`src/rtl/axilite_mem_pkg.sv`:
```
// Shared types and address decode helper for the AXI-lite memory arbiter.
package axilite_mem_pkg;

  typedef enum logic [1:0] {
    ST_IDLE    = 2'd0,
    ST_WR      = 2'd1,
    ST_RD      = 2'd2,
    ST_RD_WAIT = 2'd3
  } state_t;

  typedef enum logic {
    RR_WR_LAST = 1'b0,
    RR_RD_LAST = 1'b1
  } rr_t;

  typedef struct packed {
    logic        in_win;
    logic [31:0] idx;
  } dec_t;

  function automatic int unsigned idx_width(input int unsigned range);
    return (range > 1) ? $clog2(range) : 1;
  endfunction

  // Widened to 64 bits so the window compare can never wrap at ADDR_W.
  function automatic dec_t decode_addr(input logic [63:0] addr,
                                       input logic [63:0] base,
                                       input int unsigned range,
                                       input int unsigned shift);
    logic [63:0] off;
    logic [63:0] widx;
    dec_t        d;
    off      = addr - base;
    widx     = off >> shift;
    d.in_win = (addr >= base) && (widx < 64'(range));
    d.idx    = widx[31:0];
    return d;
  endfunction

endpackage

```
`src/rtl/axilite_mem_arbiter_decode.sv`:
```
// Combinational window check and byte-address to word-index conversion.
module axilite_mem_decode
  import axilite_mem_pkg::*;
#(
  parameter int              ADDR_W         = 32,
  parameter int              DATA_W         = 64,
  parameter logic [ADDR_W-1:0] MEM_ADDR_START = 'h10000000,
  parameter int unsigned     MEM_ADDR_RANGE = 5,
  parameter int              IDX_W          = 3
) (
  input  logic [ADDR_W-1:0] i_addr,
  output logic              o_in_win,
  output logic [IDX_W-1:0]  o_idx
);

  localparam int unsigned SHIFT = $clog2(DATA_W / 8);

  dec_t w_dec;

  assign w_dec    = decode_addr(64'(i_addr), 64'(MEM_ADDR_START), MEM_ADDR_RANGE, SHIFT);
  assign o_in_win = w_dec.in_win;
  assign o_idx    = IDX_W'(w_dec.idx);

endmodule

```
`src/rtl/axilite_mem_arbiter.sv`:
```
// Round-robin arbiter sharing one single-port word memory between the
// write and read request channels of the AXI-lite slave.
//
// state      | meaning
// -----------+---------------------------------------------------------
// ST_IDLE    | waiting for an eligible request; grant issues the access
// ST_WR      | write strobe on the memory port; sets w_ack on exit
// ST_RD      | read strobe on the memory port; loads latency counter
// ST_RD_WAIT | counts down RD_LAT, captures r_data and sets r_ack
module axilite_mem_arbiter
  import axilite_mem_pkg::*;
#(
  parameter int                ADDR_W         = 32,
  parameter int                DATA_W         = 64,
  parameter logic [ADDR_W-1:0] MEM_ADDR_START = 'h10000000,
  parameter int unsigned       MEM_ADDR_RANGE = 5,
  parameter int unsigned       RD_LAT         = 1,
  localparam int               IDX_W          = idx_width(MEM_ADDR_RANGE)
) (
  input  logic                aclk,
  input  logic                aresetn,
  input  logic                w_req,
  output logic                w_ack,
  input  logic [ADDR_W-1:0]   w_addr,
  input  logic [DATA_W-1:0]   w_data,
  input  logic [DATA_W/8-1:0] w_strb,
  input  logic                r_req,
  output logic                r_ack,
  input  logic [ADDR_W-1:0]   r_addr,
  output logic [DATA_W-1:0]   r_data,
  output logic                mem_en,
  output logic                mem_we,
  output logic [DATA_W/8-1:0] mem_be,
  output logic [IDX_W-1:0]    mem_addr,
  output logic [DATA_W-1:0]   mem_wdata,
  input  logic [DATA_W-1:0]   mem_rdata,
  output logic                oob
);

  localparam int CNT_W = $clog2(RD_LAT + 1);

  logic             w_wr_in_win;
  logic [IDX_W-1:0] w_wr_idx;
  logic             w_rd_in_win;
  logic [IDX_W-1:0] w_rd_idx;
  logic             w_wr_elig;
  logic             w_rd_elig;

  state_t           r_state;
  rr_t              r_rr;
  logic [CNT_W-1:0] r_cnt;

  axilite_mem_decode #(
    .ADDR_W(ADDR_W), .DATA_W(DATA_W), .MEM_ADDR_START(MEM_ADDR_START),
    .MEM_ADDR_RANGE(MEM_ADDR_RANGE), .IDX_W(IDX_W)
  ) u_wr_dec (
    .i_addr(w_addr), .o_in_win(w_wr_in_win), .o_idx(w_wr_idx)
  );

  axilite_mem_decode #(
    .ADDR_W(ADDR_W), .DATA_W(DATA_W), .MEM_ADDR_START(MEM_ADDR_START),
    .MEM_ADDR_RANGE(MEM_ADDR_RANGE), .IDX_W(IDX_W)
  ) u_rd_dec (
    .i_addr(r_addr), .o_in_win(w_rd_in_win), .o_idx(w_rd_idx)
  );

  // A channel still holding its ack is not re-serviced until req falls.
  assign w_wr_elig = w_req & ~w_ack;
  assign w_rd_elig = r_req & ~r_ack;

  always_ff @(posedge aclk or negedge aresetn) begin
    if (!aresetn) begin
      r_state   <= ST_IDLE;
      r_rr      <= RR_RD_LAST;
      r_cnt     <= '0;
      w_ack     <= 1'b0;
      r_ack     <= 1'b0;
      r_data    <= '0;
      mem_en    <= 1'b0;
      mem_we    <= 1'b0;
      mem_be    <= '0;
      mem_addr  <= '0;
      mem_wdata <= '0;
      oob       <= 1'b0;
    end else begin
      mem_en <= 1'b0;
      oob    <= 1'b0;
      if (!w_req) w_ack <= 1'b0;
      if (!r_req) r_ack <= 1'b0;
      case (r_state)
        ST_IDLE: begin
          if (w_wr_elig && (!w_rd_elig || r_rr == RR_RD_LAST)) begin
            r_rr      <= RR_WR_LAST;
            r_state   <= ST_WR;
            mem_en    <= w_wr_in_win;
            mem_we    <= 1'b1;
            mem_addr  <= w_wr_idx;
            mem_be    <= w_strb;
            mem_wdata <= w_data;
            oob       <= ~w_wr_in_win;
          end else if (w_rd_elig) begin
            r_rr     <= RR_RD_LAST;
            r_state  <= ST_RD;
            mem_en   <= w_rd_in_win;
            mem_we   <= 1'b0;
            mem_addr <= w_rd_idx;
          end
        end
        ST_WR: begin
          mem_we  <= 1'b0;
          w_ack   <= 1'b1;
          r_state <= ST_IDLE;
        end
        ST_RD: begin
          r_cnt   <= CNT_W'(RD_LAT);
          r_state <= ST_RD_WAIT;
        end
        ST_RD_WAIT: begin
          if (r_cnt == CNT_W'(1)) begin
            r_data  <= w_rd_in_win ? mem_rdata : '0;
            oob     <= ~w_rd_in_win;
            r_ack   <= 1'b1;
            r_state <= ST_IDLE;
          end else begin
            r_cnt <= r_cnt - CNT_W'(1);
          end
        end
        default: r_state <= ST_IDLE;
      endcase
    end
  end

endmodule

```
`config.mk`:
```
export PLATFORM = sky130hd
export DESIGN_NAME = axilite_mem_arbiter
export DESIGN_NICKNAME = d
export VERILOG_FILES = /design/src/rtl/axilite_mem_pkg.sv /design/src/rtl/axilite_mem_arbiter_decode.sv /design/src/rtl/axilite_mem_arbiter.sv
export SDC_FILE = /design/constraint.sdc
export NUM_CORES = 1
export LEC_CHECK = 0
export BUFFER_PORTS_ARGS = -buffer_cell sky130_fd_sc_hd__buf_2
export CORE_ASPECT_RATIO = 0.8
export CORE_MARGIN = 2
export CORE_UTILIZATION = 25
export CTS_CLUSTER_SIZE = 20
export DETAILED_ROUTE_END_ITERATION = 6
export SETUP_SLACK_MARGIN = 0.3
export SYNTH_ARGS = -nofsm -noshare
export SYNTH_HDL_FRONTEND = slang
export SYNTH_HIERARCHICAL = 1
export SYNTH_SLANG_ARGS = --single-unit
```
`constraint.sdc`:
```
create_clock -name aclk -period 1.7 [get_ports aclk]
set_input_delay 0.255 -clock aclk [delete_from_list [all_inputs] [get_ports aclk]]
set_output_delay 0.255 -clock aclk [all_outputs]
set_load 0.01 [all_outputs]
```
---- Word level (Yosys, flattened, before mapping) ----
Cells that the tools add are included.
storage, ports and cells
  bits in registers ....................... 148
  input port bits ......................... 204
  output and inout bits ................... 144
  word-level logic and storage cells ...... 70
operators by class
  add/sub/neg operators ................... 3
  order comparisons ....................... 4
  equality and inequality tests ........... 6
  multiplexer cells ....................... 25
  bitwise operators ....................... 6
  reductions and logical operators ........ 14
operators by type and width
  kind                      count
  $lt A61 B3 Y1 const B     2
  $sub A32 B29 Y33 const B  2
  $ge A32 B29 Y1 const B    2
  $mux W64                  1
  $mux W1                   15
  $reduce_and A2 Y1         5
  $pmux W2 S4               1
  $mux W2                   3
  $mux W3                   2
  $pmux W1 S2               3
  $reduce_bool A2 Y1        3
  $eq A2 B2 Y1 const B      2
  $not A1 Y1                4
  $logic_and A1 B1 Y1       3
  $ne A3 B3 Y1 const B      1
  $and A1 B1 Y1             2
  $eq A2 B1 Y1 const B      1
  $logic_not A2 Y1          1
  $ne A2 B1 Y1 const B      1
  $ne A2 B2 Y1 const B      1
  $logic_not A1 Y1          1
  $logic_or A1 B1 Y1        1
  $sub A1 B1 Y1 const B     1

---- Longest topological paths before layout ----
Gate-level depths: netlist of run 1.
  depth after elaboration ................. 7
  mapped depth ............................ 7

---- Cells and area by module ----
Netlist of run 1, hierarchy kept.
by module, submodules not included
  module               instances  cells an instance  area an instance (µm²)  seq. area each (µm²)
  axilite_mem_arbiter  1          493                6,063.3                 3,704.8
  axilite_mem_decode   2          14                 100.1                   0.0

---- Worst setup path before layout of run 1 ----
No wires, ideal clock.
  path kind ............................... reg2reg
  start ................................... register r_ack
  end ..................................... register mem_be[0]
  setup time .............................. 0.127 ns
  arrival time ............................ 1.624 ns
  slack ................................... -0.052 ns
  stages on the path, launching flop included .. 7
  path buffers ............................ 3
  period minus slack after synthesis ...... 1.752 ns
  path through ............................ dfrtp_1 > or3b_1 > buf_2 > nand3_4 > buf_12 > buf_8 > mux2_1
on the way
  longest elaborated chain between the ends .. 6
ends and longest elaborated chain
  what                         line                        RTL
  start: declaration           axilite_mem_arbiter.sv:28   output logic r_ack,
  start signal: assignment     axilite_mem_arbiter.sv:77   r_ack <= 1'b0;
  start signal: assignment     axilite_mem_arbiter.sv:89   if (!r_req) r_ack <= 1'b0;
  start signal: assignment     axilite_mem_arbiter.sv:122  r_ack <= 1'b1;
  $not A1 Y1                   axilite_mem_arbiter.sv:69   assign w_rd_elig = r_req & ~r_ack;
  $and A1 B1 Y1                axilite_mem_arbiter.sv:69
  $logic_not A1 Y1             axilite_mem_arbiter.sv:92   if (w_wr_elig && (!w_rd_elig || r_rr == RR_RD_LAST)) begin
  $logic_or A1 B1 Y1           axilite_mem_arbiter.sv:92
  $logic_and A1 B1 Y1          axilite_mem_arbiter.sv:92
  $reduce_and A2 Y1 (no line)  n/a
  end signal: assignment       axilite_mem_arbiter.sv:98   mem_be <= w_strb;
  end: declaration             axilite_mem_arbiter.sv:33   output logic [DATA_W/8-1:0] mem_be,
No other way between the ends.
A chain may end at the register's enable or synchronous reset.

---- Final worst setup path of run 1 ----
  start ................................... register r_rr
  end ..................................... register mem_be[4]
on the way
  longest elaborated chain between the ends .. 3
ends and longest elaborated chain
  what                         line                        RTL
  start: declaration           axilite_mem_arbiter.sv:50   rr_t r_rr;
  start signal: assignment     axilite_mem_arbiter.sv:74   r_rr <= RR_RD_LAST;
  start signal: assignment     axilite_mem_arbiter.sv:93   r_rr <= RR_WR_LAST;
  start signal: assignment     axilite_mem_arbiter.sv:102  r_rr <= RR_RD_LAST;
  $logic_or A1 B1 Y1           axilite_mem_arbiter.sv:92
  $logic_and A1 B1 Y1          axilite_mem_arbiter.sv:92
  $reduce_and A2 Y1 (no line)  n/a
No other way between the ends.

==> summary.md, run 1 <==
| Metric | Value |
|---|---|
| Die ar. | `0.0263 sq mm` |
| Hold Path Origin | `w_strb[0]` |
| Max Cap Violations | `0` |
| Die H | `146 um` |
| GR Util All Layers | `14.5%` |
| Setup WS pre-CTS | `-0.00614 ns` |
| CP max stage delay | `0.41 ns` |
| Layout net count | `1124` |
| Final Power | `between 15 and 20 mW` |
| Worst-Skew Late Latency | `roughly 0.43 ns` |
| Longest Clk Path Bufs | `2` |
| Initial DRC Count | `168` |
| Area growth syn-to-layout | `69.2%` |
| Grt met3 use | `6.81%` |
| Period minus WS final | `1.68 ns` |
| Crit. Startpoint | `r_rr` |
| Busiest layer in global routing | `met2` |
| CORE AREA | `0.0245 sq mm` |
| Dpl hpwl | `about 14 mm` |
| Minimum hold slack | `about 0.052 ns` |
| Yosys Warn Count | `6` |
| Final hold viol count | `0` |
| Vias | `approximately 5.5k` |
| GPL Wtd Cong | `0.804` |
| Global-route wire length before repair | `29.8 mm` |
| Share of the yosys chip area belonging to registers | `~59%` |
| Final setup fails | `0` |
| CTS tree | `built` |
| Layout cell share with drive strength beyond 1 | `69.7%` |
| Area leader, netlist | `dfrtp_1` |
| Worst EP arrival | `2.00 ns` |
| WL final | `21.2 mm` |
| Mapped Area | `roughly 0.0063 sq mm` |
| CP Capture Type | `register` |
| Pin count of the biggest net entering global routing | `50` |
| DIE WIDTH | `181 um` |
| Peak Freq | `594 MHz` |
| Synth area leaders | `dfrtp_1, mux2_4, nand2_1` |
| Maximum vdd ir drop | `around 0.0008 V` |
| Fin util | `a little over two fifths` |
| Vias in the first global route | `5357` |
| Vias/cell | `approximately 4.4` |
| Num rows | `a little over 50` |
| Slew Limit Fails | `0` |
| CP Max Fanout | `5` |
| Pwr/cell area | `around 1500 mW/mm^2` |
| Worst path slowest cell | `or3b_4` |
| RSZ-0062 raised after global routing | `true` |
| Met2 Usage GRT | `22.5%` |
| Hold WC Path Type | `in -> reg` |
| WL/cell | `around 17 um` |
| CTS clk-pin slew, worst paths | `0.07 ns` |
| Area occupied by multi-input gates | `0.00308 sq mm` |
| Residual DRC | `0` |
| Initial antenna violation count | `1` |
| Initial core utilization | `25.6%` |
| CP cell instances | `or3b_4, nand3_4, buf_4, bufbuf_16, mux2_4` |
| Clock Skews | `0.00812 ns` |
| Post-synth top area share | `around three fifths` |
| Antenna-violating nets left | `0` |
| CTS buffer count | `17` |
| Leak | `5.42 nW` |
| Syn_nets | `730` |
| Distinct cell type count after synthesis | `41` |
| Worst slew margin | `63.4%` |
| Startpoint types | `register` |
| Pre-Repair DR Iteration Count | `4` |
| Fill cells | `2306` |
| Required @ worst endpoint | `roughly 2.0 ns` |
| Clock tree root buffer cell | `clkbuf_16` |
| Sink Count | `around 150` |
| Post-synthesis register bit count | `148` |
| Status | `finished, final reports clean` |
| Grt total ovfl | `0` |
| Worst Max-Slew Pin Slew | `between 0.5 and 0.6 ns` |
| # port buffers | `341` |
| WS Path Type | `reg -> reg` |
| CTS H-Tree Depth | `4` |
| Top Ports | `348` |
| Cells after Synth | `521` |
| Sequential cell area | `between 0.003 and 0.004 sq mm` |
| R2R Path Start | `r_rr` |
| Setup WS post-layout | `0.0171 ns` |
| Tcrit/Tclk final | `99.0%` |
| Syn_area_per_cell | `around 12 sq um` |
| Met1 Track Usage GR | `17.8%` |
==> state kept, by name (all words and copies together) (netlist names) <==
signal,cells
r_state,2
oob,1
r_cnt,1
mem_addr,3
mem_wdata,64
r_data,64
mem_be,8
r_rr,1
r_ack,1
mem_en,1
w_ack,1
mem_we,1
==> critical path: cells and delay by family (launching register included) <==
kind | cells | cell delay (ns)
AND/OR/NAND/NOR | 2 | 0.50
multiplexers | 1 | 0.29
buffers and inverters | 2 | 0.40
flip-flops | 1 | 0.37
==> per-layer routing <==
layer | part of all wire, % | wire length [um]
met1 | 42 | 8850
met2 | 47 | 10000
met4 | 1.2 | 248
met5 | 0 | 0
met3 | 9.7 | 2060
==> cells in the mapped netlist, drive strengths merged <==
| cell type | number |
|---|---|
| o21a | 1 |
| or2b | 1 |
| inv | 5 |
| a221oi | 3 |
| and3b | 3 |
| o21ai | 69 |
| clkbuf | 18 |
| dfstp | 1 |
| o221ai | 1 |
| nand3 | 2 |
| nand2b | 2 |
| a32oi | 1 |
| dfrtp | 147 |
| mux2 | 74 |
| and2b | 1 |
| nor4b | 2 |
| nor2b | 1 |
| nand2 | 131 |
| buf | 19 |
| o31ai | 1 |
| ha | 5 |
| a31oi | 1 |
| or3 | 2 |
| a211o | 1 |
| a21o | 1 |
| a21oi | 2 |
| or3b | 1 |
| nor3b | 1 |
| nor4 | 10 |
| nor2 | 5 |
| a31o | 1 |
| a2bb2oi | 3 |
| nand4 | 5 |
==> path summary, 6_finish.rpt <==
| path | endpoint | slack (ns) | cells after the start |
|---|---|---|---|
| worst min register to register | r_data[52] | 0.49 | 2 |
| worst max-delay path | mem_be[4] | 0.02 | 5 |
| worst min-delay path | mem_be[0] | 0.05 | 2 |
| worst max register to register | mem_be[4] | 0.02 | 5 |
| min in group asynchronous | mem_wdata[12] | 0.37 | 2 |
| max in group asynchronous | mem_wdata[15] | 0.76 | 3 |
==> layout by cell type, fill, tap and decap left out, types with 3 or more instances in the layout <==
| master | count |
|---|---|
| nand2_1 | 66 |
| o21ai_2 | 38 |
| buf_16 | 6 |
| nor4_1 | 8 |
| nand2_2 | 29 |
| o21ai_0 | 5 |
| nand2_8 | 4 |
| buf_6 | 11 |
| mux2_2 | 7 |
| clkbuf_16 | 27 |
| buf_2 | 339 |
| clkinv_2 | 4 |
| nand4_1 | 5 |
| buf_4 | 20 |
| ha_1 | 3 |
| and3b_1 | 3 |
| nor2_1 | 4 |
| clkinv_4 | 3 |
| nand2_4 | 35 |
| buf_12 | 17 |
| buf_8 | 4 |
| mux2_4 | 67 |
| o21ai_1 | 25 |
| clkinvlp_4 | 4 |
| dfrtp_1 | 146 |
==> power by group <==
| group | total [mW] | internal, mW | switching, mW |
|---|---|---|---|
| Clock | 3.60 | 2.05 | 1.54 |
| Sequential | 5.07 | 4.53 | 0.534 |
| Combinational | 7.40 | 4.16 | 3.24 |
==> layout make-up <==
class	instances	share of cell area [%]
Sequential cell	148	35.0
Multi-Input combinational cell	334	29.1
Timing Repair Buffer	409	26.7
Clock buffer	20	4.21
Tap cell	318	3.75
Clock inverter	12	1.02
Inverter	5	0.212
Antenna cell	2	0.0472
==> stage by stage <==
step,setup TNS (ns),cells,instance area [sq um]
global route,-0.569,1246,10600
CTS,-0.00819,1219,9520
finish,0,1248,10600
global placement,0,1169,8500
detailed placement,-0.0115,1169,8500
floorplan,-0.816,521,6350
==> logic make-up (layout without fill, tap and decap cells) <==
kind of cell	after synthesis	in the layout	synth area share, %
simple gates	167	170	12.1
flops	148	148	59.1
mux	74	74	15.7
fa+ha+maj	5	5	0.999
compound gates	85	85	7.53
other cells	0	2	0
buf+inv	42	446	4.51
==> timing repair <==
item,in CTS,in global routing
hold buffers,1,0
endpoints found under the hold margin,39,0
pin swaps,12,61
gates cloned,5,17
endpoints found under the setup margin,138,131
gates resized for setup,46,232
buffers inserted,12,10
Note: power is estimated with default switching activity, not from simulation.
==> inputs of run 2 (changes only) <==
- SYNTH_HIERARCHICAL: 1 -> not set
- clock period: 1.7 -> 2.1 ns (I/O delays scaled with it)
==> summary.md, run 2 <==
| Metric | Value |
|---|---|
| Status | `finished, final reports clean` |
| Hold depth | `3` |
| Top Ports | `348` |
| RSZ-0062 raised after global routing | `true` |
| WS Path Type | `reg -> reg` |
| GPL Wtd Cong | `0.728` |
| Placed cell count | `1163` |
| Area growth syn-to-layout | `49.1%` |
| Syn_area_per_cell | `12.0 sq um` |
| Post-synth top area share | `60.0%` |
| Worst EP arrival | `roughly 2.1 ns` |
| Critical R2R Capture | `mem_wdata[54]` |
| Clock tree root buffer cell | `clkbuf_16` |
| Worst r2r path cells | `6` |
| Ys async rst share | `100%` |
| Worst setup path end | `mem_wdata[54]` |
| Grt total ovfl | `0` |
| Worst Max-Slew Pin Slew | `0.576 ns` |
| DIE WIDTH | `between 150 and 200 um` |
| Final setup fails | `0` |
| Area leader, netlist | `dfrtp_1` |
| Period minus WS final | `1.78 ns` |
| Mapped Area | `a little over 0.006 sq mm` |
| Num rows | `between 50 and 60` |
| Max Cap Violations | `0` |
| Dominant synthesized flop cell | `dfrtp_1` |
| CORE AREA | `0.0242 sq mm` |
| Vias/cell | `4.23` |
| TNS Setup | `0 ns` |
| Clock Skews | `0.0103 ns` |
| CP Capture Type | `register` |
| CP Max Fanout | `5` |
| Biggest regs | `mem_wdata: 64 flops, r_data: 64 flops, mem_be: 8 flops` |
| Number of flops mapped to enable cells by yosys | `0` |
| Syn_nets | `720` |
| Pin count of the biggest net entering global routing | `65` |
| Synth area leaders | `dfrtp_1, mux2_2, nand2_1` |
| Tcrit/Tclk final | `between 80% and 90%` |
| Distinct cell type count after synthesis | `32` |
| Layout net count | `1082` |
| Yosys Warn Count | `0` |
| Required @ worst endpoint | `2.40 ns` |
| Worst-Skew Late Latency | `0.42 ns` |
| WL/cell | `14.6 um` |
| CTS clk-pin slew, worst paths | `0.07 ns` |
| Vias | `5100` |
| Peak Freq | `561 MHz` |
| Initial antenna violation count | `3` |
| Fin util | `37.8%` |
| Global-route wire length before repair | `approximately 26 mm` |
| Residual DRC | `0` |
| Pre-Repair DR Iteration Count | `4` |
| Most frequent cells in the layout | `buf_2, dfrtp_1, nand2_1` |
| Leak | `4.70 nW` |
| CTS buffer count | `17` |
| Top post-synthesis cells by count | `dfrtp_1, nand2_1, mux2_2` |
| R2R Path Start | `r_ack` |
| Initial DRC Count | `125` |
| CTS tree | `built` |
| Flop-to-flop setup slack | `0.32 ns` |
| Pwr/cell area | `between 1000 and 1500 mW/mm^2` |
| Final Non-Filler Cells | `approximately 1.2k` |
| Initial core utilization | `25.4%` |
| Commonest non-fill, non-tap cell in the layout | `buf_2` |
| Vias in the first global route | `4981` |
| Die H | `around 140 um` |
| Worst slew margin | `61.6%` |
| Antenna-violating nets left | `0` |
| WL final | `17.6 mm` |
| CTS H-Tree Depth | `4` |
| Longest Clk Path Bufs | `2` |
| Share of the yosys chip area belonging to registers | `between 60% and 70%` |
| Layout cell share with drive strength beyond 1 | `60.1%` |
| Final hold viol count | `0` |
| Post-synthesis register bit count | `148` |
| Die ar. | `0.0258 sq mm` |
| Hold WC Path Type | `in -> reg` |
| Dpl cell area | `0.00831 sq mm` |
| Inserted Diodes | `0` |
| Cells after Synth | `512` |
| Crit. Startpoint | `r_ack` |
| Maximum vdd ir drop | `0.000507 V` |
| Dpl hpwl | `13.1 mm` |
| Sink Count | `roughly 150` |
| Startpoint types | `register` |
| Final Power | `11.0 mW` |
| Slew Limit Fails | `0` |
| Design area | `between 0.009 and 0.01 sq mm` |
| # port buffers | `341` |
| GR Util All Layers | `13.3%` |
| Most frequent cell after synthesis | `dfrtp_1` |
run 2: cell count changes in the layout (fill, tap and decap cells not counted), sizes merged, moves of 3 or more:
cell / before / now
a2bb2oi: 3 / 0
clkbuf: 30 / 19
nand2: 134 / 138
mux2i: 0 / 3
o21ai: 69 / 72
buf: 397 / 370
and3b: 3 / 0
clkinv: 7 / 3
a221oi: 3 / 0
inv: 5 / 14
run 2: worst min path at each step:
stage	start	end	slack [ns]
after floorplan	aresetn	mem_addr[0]	0.02
after global placement	aresetn	mem_wdata[55]	0.34
after detailed placement	aresetn	mem_wdata[55]	0.33
after CTS	w_data[41]	mem_wdata[41]	0.09
after global routing	w_data[39]	mem_wdata[39]	0.09
final	mem_rdata[4]	r_data[4]	0.12
run 2: layout make-up:
type,instances,area (sq um)
fill,2475,15000
timing repair buffer,372,2110
multi-input combinational,330,2350
inverter,5,18.8
clock buffer,18,429
sequential,148,3700
clock inverter,14,135
tap,318,398
run 2: power by group:
part	internal (mW)	leakage (nW)	total (mW)	switching, mW
Sequential	3.68	1.90	4.07	0.397
Clock	1.57	0.271	2.93	1.36
Combinational	2.02	2.53	3.96	1.94
run 2: stage by stage:
step                      setup slack (ns)  hold WS (ns)
after floorplan                      0.407        0.0194
after global placement               0.213         0.345
after detailed placement             0.169         0.334
after CTS                            0.277        0.0898
after global routing                 0.219        0.0937
final                                0.317         0.116
run 2: metal layers:
metal | track usage (%) | wire length (um) | vias up
li1 | - | - | 2480
met5 | 0 | 27 | -
met3 | 5.15 | 1600 | 19
met2 | 21.4 | 8120 | 198
met4 | 3.72 | 180 | 4
met1 | 16.5 | 7630 | 2399
run 2: cell families after synthesis:
group                      count (synthesis)  share of synthesized area [%]
muxes                                     75                           13.7
and+or+nand+nor                          170                           11.6
buffers and inverters                     34                           3.31
adders and majority gates                  4                          0.816
DFF                                      148                           60.4
AOI/OAI and AO/OA                         81                           10.2
run 2: critical path, stage by stage (launching register included):
cell and delay [ns]:
dfrtp_1 0.40, nand2b_4 0.15, o211ai_1 0.32, clkbuf_16 0.24, buf_12 0.12, buf_8 0.11, mux2_2 0.33
run 2: what timing repair did:
action                                 in CTS  in global routing
setup endpoints to repair                  61                 72
pin swaps                                   1                  1
setup buffers                               9                  0
resized for setup                          17                 31
endpoints found under the hold margin      48                  0
hold buffers                                1                  0
==> inputs of run 3 (changes only) <==
- clock period: 2.1 -> 1.5 ns (I/O delays scaled with it)
==> summary.md, run 3 (same netlist as run 2, synthesis figures left out) <==
| Metric | Value |
|---|---|
| Inserted Diodes | `0` |
| Tcrit/Tclk final | `118%` |
| CP max stage delay | `0.39 ns` |
| Initial core utilization | `25.4%` |
| Area growth syn-to-layout | `95.7%` |
| Global-route wire length before repair | `between 30 and 40 mm` |
| Num rows | `51` |
| Clock power frac | `between 20% and 30%` |
| CP cell instances | `nand2b_4, o211ai_1, buf_4, clkbuf_16, buf_12, mux2_2` |
| RSZ-0062 raised after global routing | `true` |
| Minimum hold slack | `0.0323 ns` |
| Initial DRC Count | `181` |
| Slew Limit Fails | `0` |
| CP Max Fanout | `9` |
| WL/cell | `17.9 um` |
| Worst-Skew Late Latency | `~0.42 ns` |
| Final Non-Filler Cells | `1334` |
| Most frequent cells in the layout | `buf_2, dfrtp_1, buf_4` |
| Worst Max-Slew Pin Slew | `between 0.5 and 0.6 ns` |
| CTS clk-pin slew, worst paths | `0.07 ns` |
| Sink Count | `148` |
| Grt total ovfl | `0` |
| GPL Wtd Cong | `0.759` |
| DIE WIDTH | `~180 um` |
| Fill cells | `2144` |
| Period minus WS final | `1.76 ns` |
| WS Path Type | `reg -> reg` |
| Fin util | `49.6%` |
| Design area | `approximately 0.012 sq mm` |
| Net Sw Frac | `34.6%` |
| Pin count of the biggest net entering global routing | `48` |
| Status | `finished with violations` |
| Vias/cell | `4.39` |
| Longest Clk Path Bufs | `2` |
| WL final | `23.8 mm` |
| Final setup fails | `a little over 80` |
| Maximum vdd ir drop | `0.000732 V` |
| Worst EP arrival | `2.06 ns` |
| TNS Setup | `-17.01 ns` |
| CP Capture Type | `register` |
| Leak | `6.17 nW` |
| Setup WS post-layout | `-0.264 ns` |
| Startpoint types | `register` |
| Final hold viol count | `0` |
| # port buffers | `341` |
| Pre-Repair DR Iteration Count | `4` |
| Crit path buf inv count | `3` |
| Commonest non-fill, non-tap cell in the layout | `buf_2` |
| Placed cell count | `1192` |
| Dpl hpwl | `between 10 and 15 mm` |
| Vias in the first global route | `5700` |
| Antenna-violating nets left | `0` |
| Failing checks | `negative setup slack` |
| Required @ worst endpoint | `1.80 ns` |
| Residual DRC | `0` |
| CORE AREA | `roughly 0.024 sq mm` |
| Pwr/cell area | `1670 mW/mm^2` |
| Layout net count | `1211` |
| Cell-internal power | `13.1 mW` |
| Clock tree root buffer cell | `clkbuf_16` |
| Sequential share of power | `28.8%` |
| Die H | `around 140 um` |
| CTS H-Tree Depth | `4` |
| Net Switching | `6.93 mW` |
| Initial antenna violation count | `0` |
| Hold WC Path Type | `in -> reg` |
| Top Ports | `between 300 and 400` |
| Die ar. | `0.0258 sq mm` |
| Vias | `between 5k and 6k` |
| CTS tree | `built` |
| Layout cell share with drive strength beyond 1 | `79.0%` |
| Peak Freq | `about 570 MHz` |
| Crit-path leading delay family | `buffers and inverters` |
| Max Cap Violations | `0` |
| GR Util All Layers | `16.8%` |
| Clock Skews | `0.00790 ns` |
| Worst path slowest cell | `dfrtp_1` |
| CTS buffer count | `17` |
| Combinational Power Share | `50.6%` |
| Worst slew margin | `65.8%` |
| Dpl cell area | `~0.0086 sq mm` |
| Biggest regs | `mem_wdata: 64 flops, r_data: 64 flops, mem_be: 8 flops` |
## run 3: cell types whose count changed in the layout (fill, tap and decap cells not counted), moves of 7 or more
cell and change:
nand2_1 -112, nand2_4 +90, buf_4 +79, buf_6 +68, buf_2 -49, buf_16 +22, nand2_2 +21, buf_12 +10
o21ai_0 -10, o21ai_2 +7
## run 3: final cells by class
cell class / instances / area (sq um) / share of cell area [%]
tap: 318 / 398 / 3.32
inverter: 5 / 18.8 / 0.156
clock inverter: 14 / 136 / 1.14
sequential: 148 / 3700 / 30.9
timing repair buffer: 501 / 4030 / 33.6
multi-input combinational: 330 / 3280 / 27.3
clock buffer: 18 / 429 / 3.58
## run 3: what timing repair did
item,CTS,global route
endpoints found under the setup margin,170,265
endpoints found under the hold margin,37,0
gates cloned,22,3
resized for setup,206,168
pin swaps,95,54
buffers inserted,34,50
hold buffers,1,0
## run 3: routing by layer
| metal | global-route usage, % | up-vias | wire (um) |
|---|---|---|---|
| met5 | 0 | - | 0 |
| met4 | 4.19 | 0 | 350 |
| li1 | - | 2747 | - |
| met3 | 5.02 | 26 | 1870 |
| met1 | 21.8 | 2810 | 10100 |
| met2 | 27.4 | 269 | 11500 |
## run 3: stage by stage
stage                     power (mW)  worst slack, ns
after CTS                       18.8           -0.152
after global placement          11.1           -0.570
final                           20.0           -0.264
after floorplan                 8.71           -0.108
after detailed placement        11.2           -0.460
after global routing            21.2           -0.287
## run 3: final timing paths
path                                   from       endpoint  slack (ns)  cells past startpoint
worst max-delay path                  r_ack  mem_wdata[35]       -0.26                      6
worst min-delay path              w_strb[1]      mem_be[1]        0.03                      2
worst max register to register        r_ack  mem_wdata[35]       -0.26                      6
worst min register to register  mem_addr[1]    mem_addr[1]        0.49                      2
max in group asynchronous           aresetn     r_data[63]        0.55                      3
min in group asynchronous           aresetn  mem_wdata[34]        0.31                      2
## run 3: worst reg2reg max path: stages, from the launching register on
cell and delay (ns):
dfrtp_1 0.39, nand2b_4 0.15, o211ai_1 0.25, buf_4 0.20, clkbuf_16 0.18, buf_12 0.15
mux2_2 0.33
## run 3: power by group through the flow
| stage | sequential [mW] | combinational, mW | clock, mW |
|---|---|---|---|
| final | 5.77 | 10.1 | 4.14 |
| after global routing | 5.90 | 10.8 | 4.48 |
| after CTS | 5.68 | 8.81 | 4.28 |
| after detailed placement | 5.72 | 5.52 | 0 |
| after global placement | 5.68 | 5.44 | 0 |
| after floorplan | 6.28 | 2.43 | 0 |
